--- src/rtl/uart_rx_irq.sv ---
`default_nettype none
// ============================================================================
// Module   : uart_rx_irq
// Brief    : 8N1 UART receiver feeding a first-word-fall-through byte FIFO,
//            with sticky error flags and a level interrupt for the core.
//            Define UART_RX_PARITY_EN to receive 8E1 frames (adds PARITY_ERR).
// Revision : 1.0 - initial release
// ============================================================================
module uart_rx_irq #(
    parameter int CLKS_PER_BIT = 868,
    parameter int FIFO_DEPTH   = 16
) (
    input  logic                          CLK,
    input  logic                          RESET,
    input  logic                          RX,
    input  logic                          IRQ_EN,
    input  logic                          RD_EN,
    input  logic                          ERR_CLR,
    output logic [7:0]                    RD_DATA,
    output logic                          EMPTY,
    output logic                          FULL,
    output logic [$clog2(FIFO_DEPTH):0]   COUNT,
    output logic                          FRAME_ERR,
    output logic                          OVERRUN,
`ifdef UART_RX_PARITY_EN
    output logic                          PARITY_ERR,
`endif
    output logic                          UART_INT
);

    localparam int CW = $clog2(CLKS_PER_BIT);
    localparam int AW = $clog2(FIFO_DEPTH);

    localparam logic [CW-1:0] CNT_FULL  = CW'(CLKS_PER_BIT - 1);
    localparam logic [CW-1:0] CNT_HALF  = CW'(CLKS_PER_BIT / 2 - 1);
    localparam logic [AW:0]   DEPTH_CNT = (AW + 1)'(FIFO_DEPTH);

    localparam logic [2:0] S_IDLE   = 3'd0;
    localparam logic [2:0] S_START  = 3'd1;
    localparam logic [2:0] S_DATA   = 3'd2;
    localparam logic [2:0] S_STOP   = 3'd3;
`ifdef UART_RX_PARITY_EN
    localparam logic [2:0] S_PARITY = 3'd4;
`endif

    // ------------------------------------------------------------------
    // Input synchroniser (idles high so reset does not look like a start)
    // ------------------------------------------------------------------
    logic sync1_q;
    logic rx_s_q;

    always_ff @(posedge CLK or negedge RESET) begin
        if (!RESET) begin
            sync1_q <= 1'b1;
            rx_s_q  <= 1'b1;
        end else begin
            sync1_q <= RX;
            rx_s_q  <= sync1_q;
        end
    end

    // ------------------------------------------------------------------
    // Receive FSM
    // ------------------------------------------------------------------
    logic [2:0]    state_q, state_d;
    logic [CW-1:0] cnt_q,   cnt_d;
    logic [2:0]    bit_q,   bit_d;
    logic [7:0]    shift_q, shift_d;
    logic          push_req;
    logic          frame_set;
`ifdef UART_RX_PARITY_EN
    logic          par_q, par_d;
    logic          parity_set;
    logic          parity_ok;

    assign parity_ok = ~^{shift_q, par_q};
`endif

    always_comb begin
        state_d   = state_q;
        cnt_d     = cnt_q + 1'b1;
        bit_d     = bit_q;
        shift_d   = shift_q;
        push_req  = 1'b0;
        frame_set = 1'b0;
`ifdef UART_RX_PARITY_EN
        par_d      = par_q;
        parity_set = 1'b0;
`endif
        case (state_q)
            S_IDLE: begin
                cnt_d = '0;
                if (!rx_s_q) begin
                    state_d = S_START;
                end
            end
            S_START: begin
                if (cnt_q == CNT_HALF) begin
                    cnt_d   = '0;
                    bit_d   = '0;
                    state_d = rx_s_q ? S_IDLE : S_DATA;
                end
            end
            S_DATA: begin
                if (cnt_q == CNT_FULL) begin
                    cnt_d   = '0;
                    shift_d = {rx_s_q, shift_q[7:1]};
                    bit_d   = bit_q + 3'd1;
                    if (bit_q == 3'd7) begin
`ifdef UART_RX_PARITY_EN
                        state_d = S_PARITY;
`else
                        state_d = S_STOP;
`endif
                    end
                end
            end
`ifdef UART_RX_PARITY_EN
            S_PARITY: begin
                if (cnt_q == CNT_FULL) begin
                    cnt_d   = '0;
                    par_d   = rx_s_q;
                    state_d = S_STOP;
                end
            end
`endif
            S_STOP: begin
                if (cnt_q == CNT_FULL) begin
                    cnt_d     = '0;
                    state_d   = S_IDLE;
                    frame_set = ~rx_s_q;
`ifdef UART_RX_PARITY_EN
                    parity_set = ~parity_ok;
                    push_req   = rx_s_q & parity_ok;
`else
                    push_req   = rx_s_q;
`endif
                end
            end
            default: begin
                state_d = S_IDLE;
                cnt_d   = '0;
            end
        endcase
    end

    always_ff @(posedge CLK or negedge RESET) begin
        if (!RESET) begin
            state_q <= S_IDLE;
            cnt_q   <= '0;
            bit_q   <= '0;
            shift_q <= '0;
`ifdef UART_RX_PARITY_EN
            par_q   <= 1'b0;
`endif
        end else begin
            state_q <= state_d;
            cnt_q   <= cnt_d;
            bit_q   <= bit_d;
            shift_q <= shift_d;
`ifdef UART_RX_PARITY_EN
            par_q   <= par_d;
`endif
        end
    end

    // ------------------------------------------------------------------
    // Receive FIFO
    // ------------------------------------------------------------------
    logic [7:0]  fifo_mem_q [FIFO_DEPTH];
    logic [AW-1:0] wr_ptr_q, wr_ptr_d;
    logic [AW-1:0] rd_ptr_q, rd_ptr_d;
    logic [AW:0]   count_q,  count_d;
    logic          empty_q,  empty_d;
    logic          full_q,   full_d;
    logic          do_pop;
    logic          do_push;
    logic          overrun_set;

    // A full FIFO still takes the byte when a pop frees a slot on the same edge.
    assign do_pop      = RD_EN & ~empty_q;
    assign do_push     = push_req & (~full_q | do_pop);
    assign overrun_set = push_req & full_q & ~do_pop;

    always_comb begin
        wr_ptr_d = wr_ptr_q;
        rd_ptr_d = rd_ptr_q;
        count_d  = count_q;
        if (do_push) begin
            wr_ptr_d = wr_ptr_q + 1'b1;
        end
        if (do_pop) begin
            rd_ptr_d = rd_ptr_q + 1'b1;
        end
        if (do_push && !do_pop) begin
            count_d = count_q + 1'b1;
        end else if (!do_push && do_pop) begin
            count_d = count_q - 1'b1;
        end
        empty_d = (count_d == '0);
        full_d  = (count_d == DEPTH_CNT);
    end

    always_ff @(posedge CLK or negedge RESET) begin
        if (!RESET) begin
            wr_ptr_q <= '0;
            rd_ptr_q <= '0;
            count_q  <= '0;
            empty_q  <= 1'b1;
            full_q   <= 1'b0;
        end else begin
            wr_ptr_q <= wr_ptr_d;
            rd_ptr_q <= rd_ptr_d;
            count_q  <= count_d;
            empty_q  <= empty_d;
            full_q   <= full_d;
        end
    end

    always_ff @(posedge CLK) begin
        if (do_push) begin
            fifo_mem_q[wr_ptr_q] <= shift_q;
        end
    end

    // ------------------------------------------------------------------
    // Sticky error flags: a set on the same cycle as ERR_CLR wins
    // ------------------------------------------------------------------
    logic frame_err_q, frame_err_d;
    logic overrun_q,   overrun_d;
`ifdef UART_RX_PARITY_EN
    logic parity_err_q, parity_err_d;

    assign parity_err_d = (parity_err_q & ~ERR_CLR) | parity_set;
`endif

    assign frame_err_d = (frame_err_q & ~ERR_CLR) | frame_set;
    assign overrun_d   = (overrun_q   & ~ERR_CLR) | overrun_set;

    always_ff @(posedge CLK or negedge RESET) begin
        if (!RESET) begin
            frame_err_q  <= 1'b0;
            overrun_q    <= 1'b0;
`ifdef UART_RX_PARITY_EN
            parity_err_q <= 1'b0;
`endif
        end else begin
            frame_err_q  <= frame_err_d;
            overrun_q    <= overrun_d;
`ifdef UART_RX_PARITY_EN
            parity_err_q <= parity_err_d;
`endif
        end
    end

    // ------------------------------------------------------------------
    // Outputs
    // ------------------------------------------------------------------
    assign RD_DATA   = empty_q ? 8'h00 : fifo_mem_q[rd_ptr_q];
    assign EMPTY     = empty_q;
    assign FULL      = full_q;
    assign COUNT     = count_q;
    assign FRAME_ERR = frame_err_q;
    assign OVERRUN   = overrun_q;
`ifdef UART_RX_PARITY_EN
    assign PARITY_ERR = parity_err_q;
`endif
    assign UART_INT  = IRQ_EN & ~empty_q;

endmodule
`default_nettype wire

--- config.mk ---
export PLATFORM = sky130hd
export DESIGN_NAME = uart_rx_irq
export DESIGN_NICKNAME = d
export VERILOG_FILES = /design/src/rtl/uart_rx_irq.sv
export SDC_FILE = /design/constraint.sdc
export NUM_CORES = 1
export LEC_CHECK = 0
export BUFFER_PORTS_ARGS = -buffer_cell sky130_fd_sc_hd__buf_4
export CORE_MARGIN = 10
export CORE_UTILIZATION = 40
export CTS_BUF_LIST = sky130_fd_sc_hd__clkbuf_8 sky130_fd_sc_hd__clkbuf_16
export DETAILED_ROUTE_END_ITERATION = 10
export SLEW_MARGIN = 25
export SYNTH_ARGS = -nofsm -noshare
export SYNTH_HDL_FRONTEND = slang
export SYNTH_SLANG_ARGS = --single-unit
--- constraint.sdc ---
create_clock -name CLK -period 2.55 [get_ports CLK]
set_input_delay 0.255 -clock CLK [delete_from_list [all_inputs] [get_ports CLK]]
set_output_delay 0.255 -clock CLK [all_outputs]
set_load 0.1 [all_outputs]
==> impl_metrics.xml <==
<?xml version="1.0" encoding="UTF-8"?>
<metrics>
  <group name="outcome">
    <metric name="status" unit="">complete, but fails checks</metric>
    <metric name="failing_checks" unit="">setup timing</metric>
  </group>
  <group name="global_route">
    <metric name="grtUsageTotal" unit="%">12.62</metric>
    <metric name="maximum_number_of_pins_on_one_net_before_global_route_repair" unit="">43</metric>
    <metric name="first_global_vias" unit="">3917</metric>
    <metric name="grt_use_met2" unit="%">20.58</metric>
    <metric name="use_met1" unit="%">15.87</metric>
    <metric name="gr-total-overflow" unit="">0</metric>
    <metric name="busiest_layer" unit="">met2</metric>
    <metric name="grt_antenna_before_repair" unit="">0</metric>
    <metric name="wire_length_of_the_first_global_routing_pass" unit="µm">22790</metric>
    <metric name="grt_use_met3" unit="%">2.750</metric>
  </group>
  <group name="sta">
    <metric name="post-route-min-period" unit="ps">2689</metric>
    <metric name="slew-limit-headroom" unit="%">56.38</metric>
    <metric name="timing.final.max_slew_violations" unit="">0</metric>
    <metric name="period_share" unit="%">105.5</metric>
    <metric name="tightestPinTransition" unit="ps">654.2</metric>
    <metric name="rsz_0062_raised_after_global_routing" unit="">true</metric>
    <metric name="setup_ws" unit="ps">-139.1</metric>
    <metric name="fin_skew" unit="ps">12.14</metric>
    <metric name="final_hold_fails" unit="">0</metric>
    <metric name="max_freq" unit="MHz">371.9</metric>
    <metric name="finish_stage_setup_viols" unit="">8</metric>
  </group>
  <group name="detailed_routing">
    <metric name="viasPerCell" unit="">5.229</metric>
    <metric name="routed_wire_length_per_instance" unit="µm">20.71</metric>
    <metric name="dr_total_vias" unit="">3655</metric>
    <metric name="route.detailed.drc" unit="">0</metric>
    <metric name="drtIter0Drc" unit="">322</metric>
    <metric name="count_of_nets_left_with_antenna_violations_after_detail_routing" unit="">0</metric>
    <metric name="wl" unit="µm">14480</metric>
    <metric name="drt_first_pass_iters" unit="">4</metric>
  </group>
  <group name="layout">
    <metric name="final_cells" unit="">699</metric>
    <metric name="area_growth" unit="%">21.04</metric>
    <metric name="fillers" unit="">1422</metric>
    <metric name="nets" unit="">478</metric>
    <metric name="final_area" unit="µm²">8552</metric>
    <metric name="finish.utilization" unit="%">49.44</metric>
    <metric name="drive_above_1_share" unit="%">33.54</metric>
    <metric name="antennaDiodeCount" unit="">0</metric>
  </group>
  <group name="synthesis">
    <metric name="synth_xor_xnor_area_share" unit="%">2.231</metric>
    <metric name="synth_top_family_by_area" unit="">multiplexers</metric>
    <metric name="postSynth.topFlopCell" unit="">sky130_fd_sc_hd__edfxtp_1</metric>
    <metric name="synth_cell_types" unit="">45</metric>
    <metric name="postSynthNetCount" unit="">416</metric>
    <metric name="post_synth_and_or_nand_nor_area_fraction" unit="%">7.739</metric>
    <metric name="synthesis.area" unit="µm²">7066</metric>
    <metric name="synth_warnings" unit="">0</metric>
    <metric name="synthCells" unit="">399</metric>
    <metric name="count_of_flip_flops_with_a_built_in_enable_after_synthesis" unit="">128</metric>
    <metric name="async_flop_share" unit="%">24.71</metric>
    <metric name="synth_adder_area_share" unit="%">1.948</metric>
    <metric name="synth.yosys.seq_area_share" unit="%">69.33</metric>
    <metric name="synth.area.mux_share" unit="%">14.82</metric>
    <metric name="ys_seq_elements" unit="">170</metric>
    <metric name="compound_cell_area_share_of_the_yosys_netlist" unit="%">2.001</metric>
    <metric name="post_synth.cell_area_avg" unit="µm²">17.71</metric>
  </group>
  <group name="place">
    <metric name="placement.io_buffers" unit="">23</metric>
    <metric name="dpl.hpwl" unit="µm">9229</metric>
    <metric name="placedInstanceArea" unit="µm²">7702</metric>
    <metric name="place.detailed.instances" unit="">659</metric>
    <metric name="placer_congestion" unit="">0.7571</metric>
  </group>
  <group name="clocking">
    <metric name="cts_tree" unit="">yes</metric>
    <metric name="clk-insertion-delay-late" unit="ps">430</metric>
    <metric name="path_clk_slew" unit="ps">70</metric>
    <metric name="cts-root-buf" unit="">sky130_fd_sc_hd__clkbuf_16</metric>
    <metric name="clock_sink_count" unit="">170</metric>
    <metric name="clock_tree.htree_level_count" unit="">4</metric>
    <metric name="clock_tree.buffer_depth" unit="">2</metric>
    <metric name="cts_buffers" unit="">17</metric>
  </group>
  <group name="critical_path">
    <metric name="crit_chain" unit="">buf_6 -&gt; buf_12 -&gt; mux4_2 -&gt; mux4_2 -&gt; nor2b_2 -&gt; buf_12</metric>
    <metric name="crit_buf_inv" unit="">3</metric>
    <metric name="cp_slowest_cell" unit="">sky130_fd_sc_hd__mux4_2</metric>
    <metric name="critical_path.top_delay_family" unit="">multiplexers</metric>
    <metric name="critPathCaptureType" unit="">output port</metric>
    <metric name="crit_path_max_fanout" unit="">6</metric>
    <metric name="critPathMaxStageDelay" unit="ps">530</metric>
    <metric name="timing.setup.critical_path_class" unit="">reg2out</metric>
    <metric name="critical_path.startpoint_type" unit="">register</metric>
    <metric name="critPathArrivalTime" unit="ps">2430</metric>
    <metric name="cp.required" unit="ps">2300</metric>
  </group>
  <group name="flow_run">
    <metric name="max-cap-violations" unit="">0</metric>
  </group>
  <group name="die">
    <metric name="io_count" unit="">24</metric>
    <metric name="die_y" unit="µm">152.9</metric>
    <metric name="die_area" unit="µm²">23380</metric>
    <metric name="initial_core_util" unit="%">40.85</metric>
    <metric name="fp-row-count" unit="">48</metric>
    <metric name="core" unit="µm²">17300</metric>
    <metric name="die_x" unit="µm">152.9</metric>
  </group>
  <group name="power_and_ir_drop">
    <metric name="power" unit="mW">7.376</metric>
    <metric name="pwr_density_cell" unit="nW/µm²">862.5</metric>
    <metric name="power.static_leakage" unit="nW">3.418</metric>
    <metric name="peakVddDrop" unit="V">0.0005560</metric>
  </group>
  <group name="worst_hold_path">
    <metric name="hold_path.class" unit="">in2reg</metric>
  </group>
</metrics>
==> cells in the final DEF, fill, tap and decap left out, types with 3 or more instances in the layout <==
master,count
sky130_fd_sc_hd__edfxtp_1,128
sky130_fd_sc_hd__mux4_2,40
sky130_fd_sc_hd__buf_4,40
sky130_fd_sc_hd__dfrtp_1,38
sky130_fd_sc_hd__nor2_1,31
sky130_fd_sc_hd__clkbuf_16,20
sky130_fd_sc_hd__nand2_1,16
sky130_fd_sc_hd__xnor2_1,14
sky130_fd_sc_hd__buf_12,12
sky130_fd_sc_hd__ha_1,11
sky130_fd_sc_hd__inv_1,10
sky130_fd_sc_hd__nand3_1,9
sky130_fd_sc_hd__a21oi_1,8
sky130_fd_sc_hd__nor3_1,7
sky130_fd_sc_hd__mux2_4,7
sky130_fd_sc_hd__nor2b_4,6
sky130_fd_sc_hd__o21ai_0,6
sky130_fd_sc_hd__xor2_1,4
sky130_fd_sc_hd__inv_8,4
sky130_fd_sc_hd__clkinvlp_4,4
sky130_fd_sc_hd__dfstp_2,3
sky130_fd_sc_hd__nand4_1,3
sky130_fd_sc_hd__nand2b_1,3
sky130_fd_sc_hd__nor4_1,3
sky130_fd_sc_hd__mux2i_1,3
sky130_fd_sc_hd__inv_6,3
sky130_fd_sc_hd__dlygate4sd3_1,3
==> logic make-up after synthesis <==
logic type / after synthesis
muxes: 51
adders and majority gates: 11
AOI/OAI and AO/OA: 23
buffers and inverters: 27
and+or+nand+nor: 99
DFF: 170
xor gates and xnor gates: 18
==> through the flow <==
stage               setup slack [ps]  hold slack [ps]  TNS, ps
floorplan                     -189.7           -40.59    -4784
global placement               147.6            275.9        0
detailed placement             95.08            287.3        0
CTS                           -154.3            290.8    -1109
global route                  -204.8            327.8    -1500
finish                        -139.1            294.1   -920.2
==> flip-flops by register name (all words and copies together) (netlist names) <==
signal / count
fifo_mem_q: 128
cnt_q: 10
shift_q: 8
COUNT: 5
rd_ptr_q: 4
wr_ptr_q: 4
bit_q: 3
state_q: 2
EMPTY: 1
FRAME_ERR: 1
FULL: 1
OVERRUN: 1
rx_s_q: 1
sync1_q: 1
==> worst reg2reg max path, cell delays in order, from the launching register on <==
cell and delay, ps:
sky130_fd_sc_hd__dfrtp_1 390, sky130_fd_sc_hd__ha_1 230, sky130_fd_sc_hd__and4bb_4 290, sky130_fd_sc_hd__nand3_4 140, sky130_fd_sc_hd__nor3_2 360, sky130_fd_sc_hd__nand2_1 220, sky130_fd_sc_hd__nor2_2 250, sky130_fd_sc_hd__buf_4 200
==> path summary, 6_finish.rpt <==
check	end	slack, ps	cells past startpoint	startpoint
min in group asynchronous	COUNT[4]	350	2	RESET
min	rd_ptr_q[1]	290	4	RD_EN
max	RD_DATA[4]	-140	6	rd_ptr_q[0]
max reg2reg	fifo_mem_q[15][2]	180	7	cnt_q[0]
min reg2reg	rx_s_q	360	0	sync1_q
max in group asynchronous	rd_ptr_q[0]	1780	2	RESET
==> synth_stat cells, drive strengths merged, types with 10 or more instances <==
cell type	number	area, µm²
dfrtp	39	975.9
edfxtp	128	3844
ha	11	137.6
inv	10	37.54
mux4	40	900.9
nand2	16	60.06
nand3	10	62.56
nor2	32	120.1
nor2b	10	62.56
xnor2	14	122.6
==> layout make-up <==
cell class              count  area (µm²)  share of cell area (%)
clock inverters            15       151.4                   1.770
multi-input cells         202        2088                   24.42
flip-flops and latches    170        4900                   57.29
clock buffers              17       425.4                   4.974
well taps                 225       281.5                   3.292
inverters                  10       37.54                  0.4389
repair buffers             60       668.1                   7.813
==> report_power, final <==
part           switching [mW]  total (mW)  internal [mW]
clock network            1.17        2.47           1.30
registers               0.145        3.18           3.03
logic                    1.00        1.73          0.728
total                    2.32        7.38           5.06
==> per-layer routing <==
metal | wire, µm | vias to the layer above
li1 | - | 1668
met1 | 6255 | 1907
met2 | 7525 | 73
met3 | 593 | 7
met4 | 102 | 0
met5 | 0 | -
==> repair_timing <==
action | 4_1_cts | 5_1_grt
hold endpoints to repair | 41 | 0
gates cloned | 0 | 3
endpoints found under the setup margin | 8 | 16
hold buffers | 3 | 0
gates resized for setup | 27 | 9
buffers inserted | 0 | 2
pin swaps | 0 | 0
(Power assumes the default switching activity.)
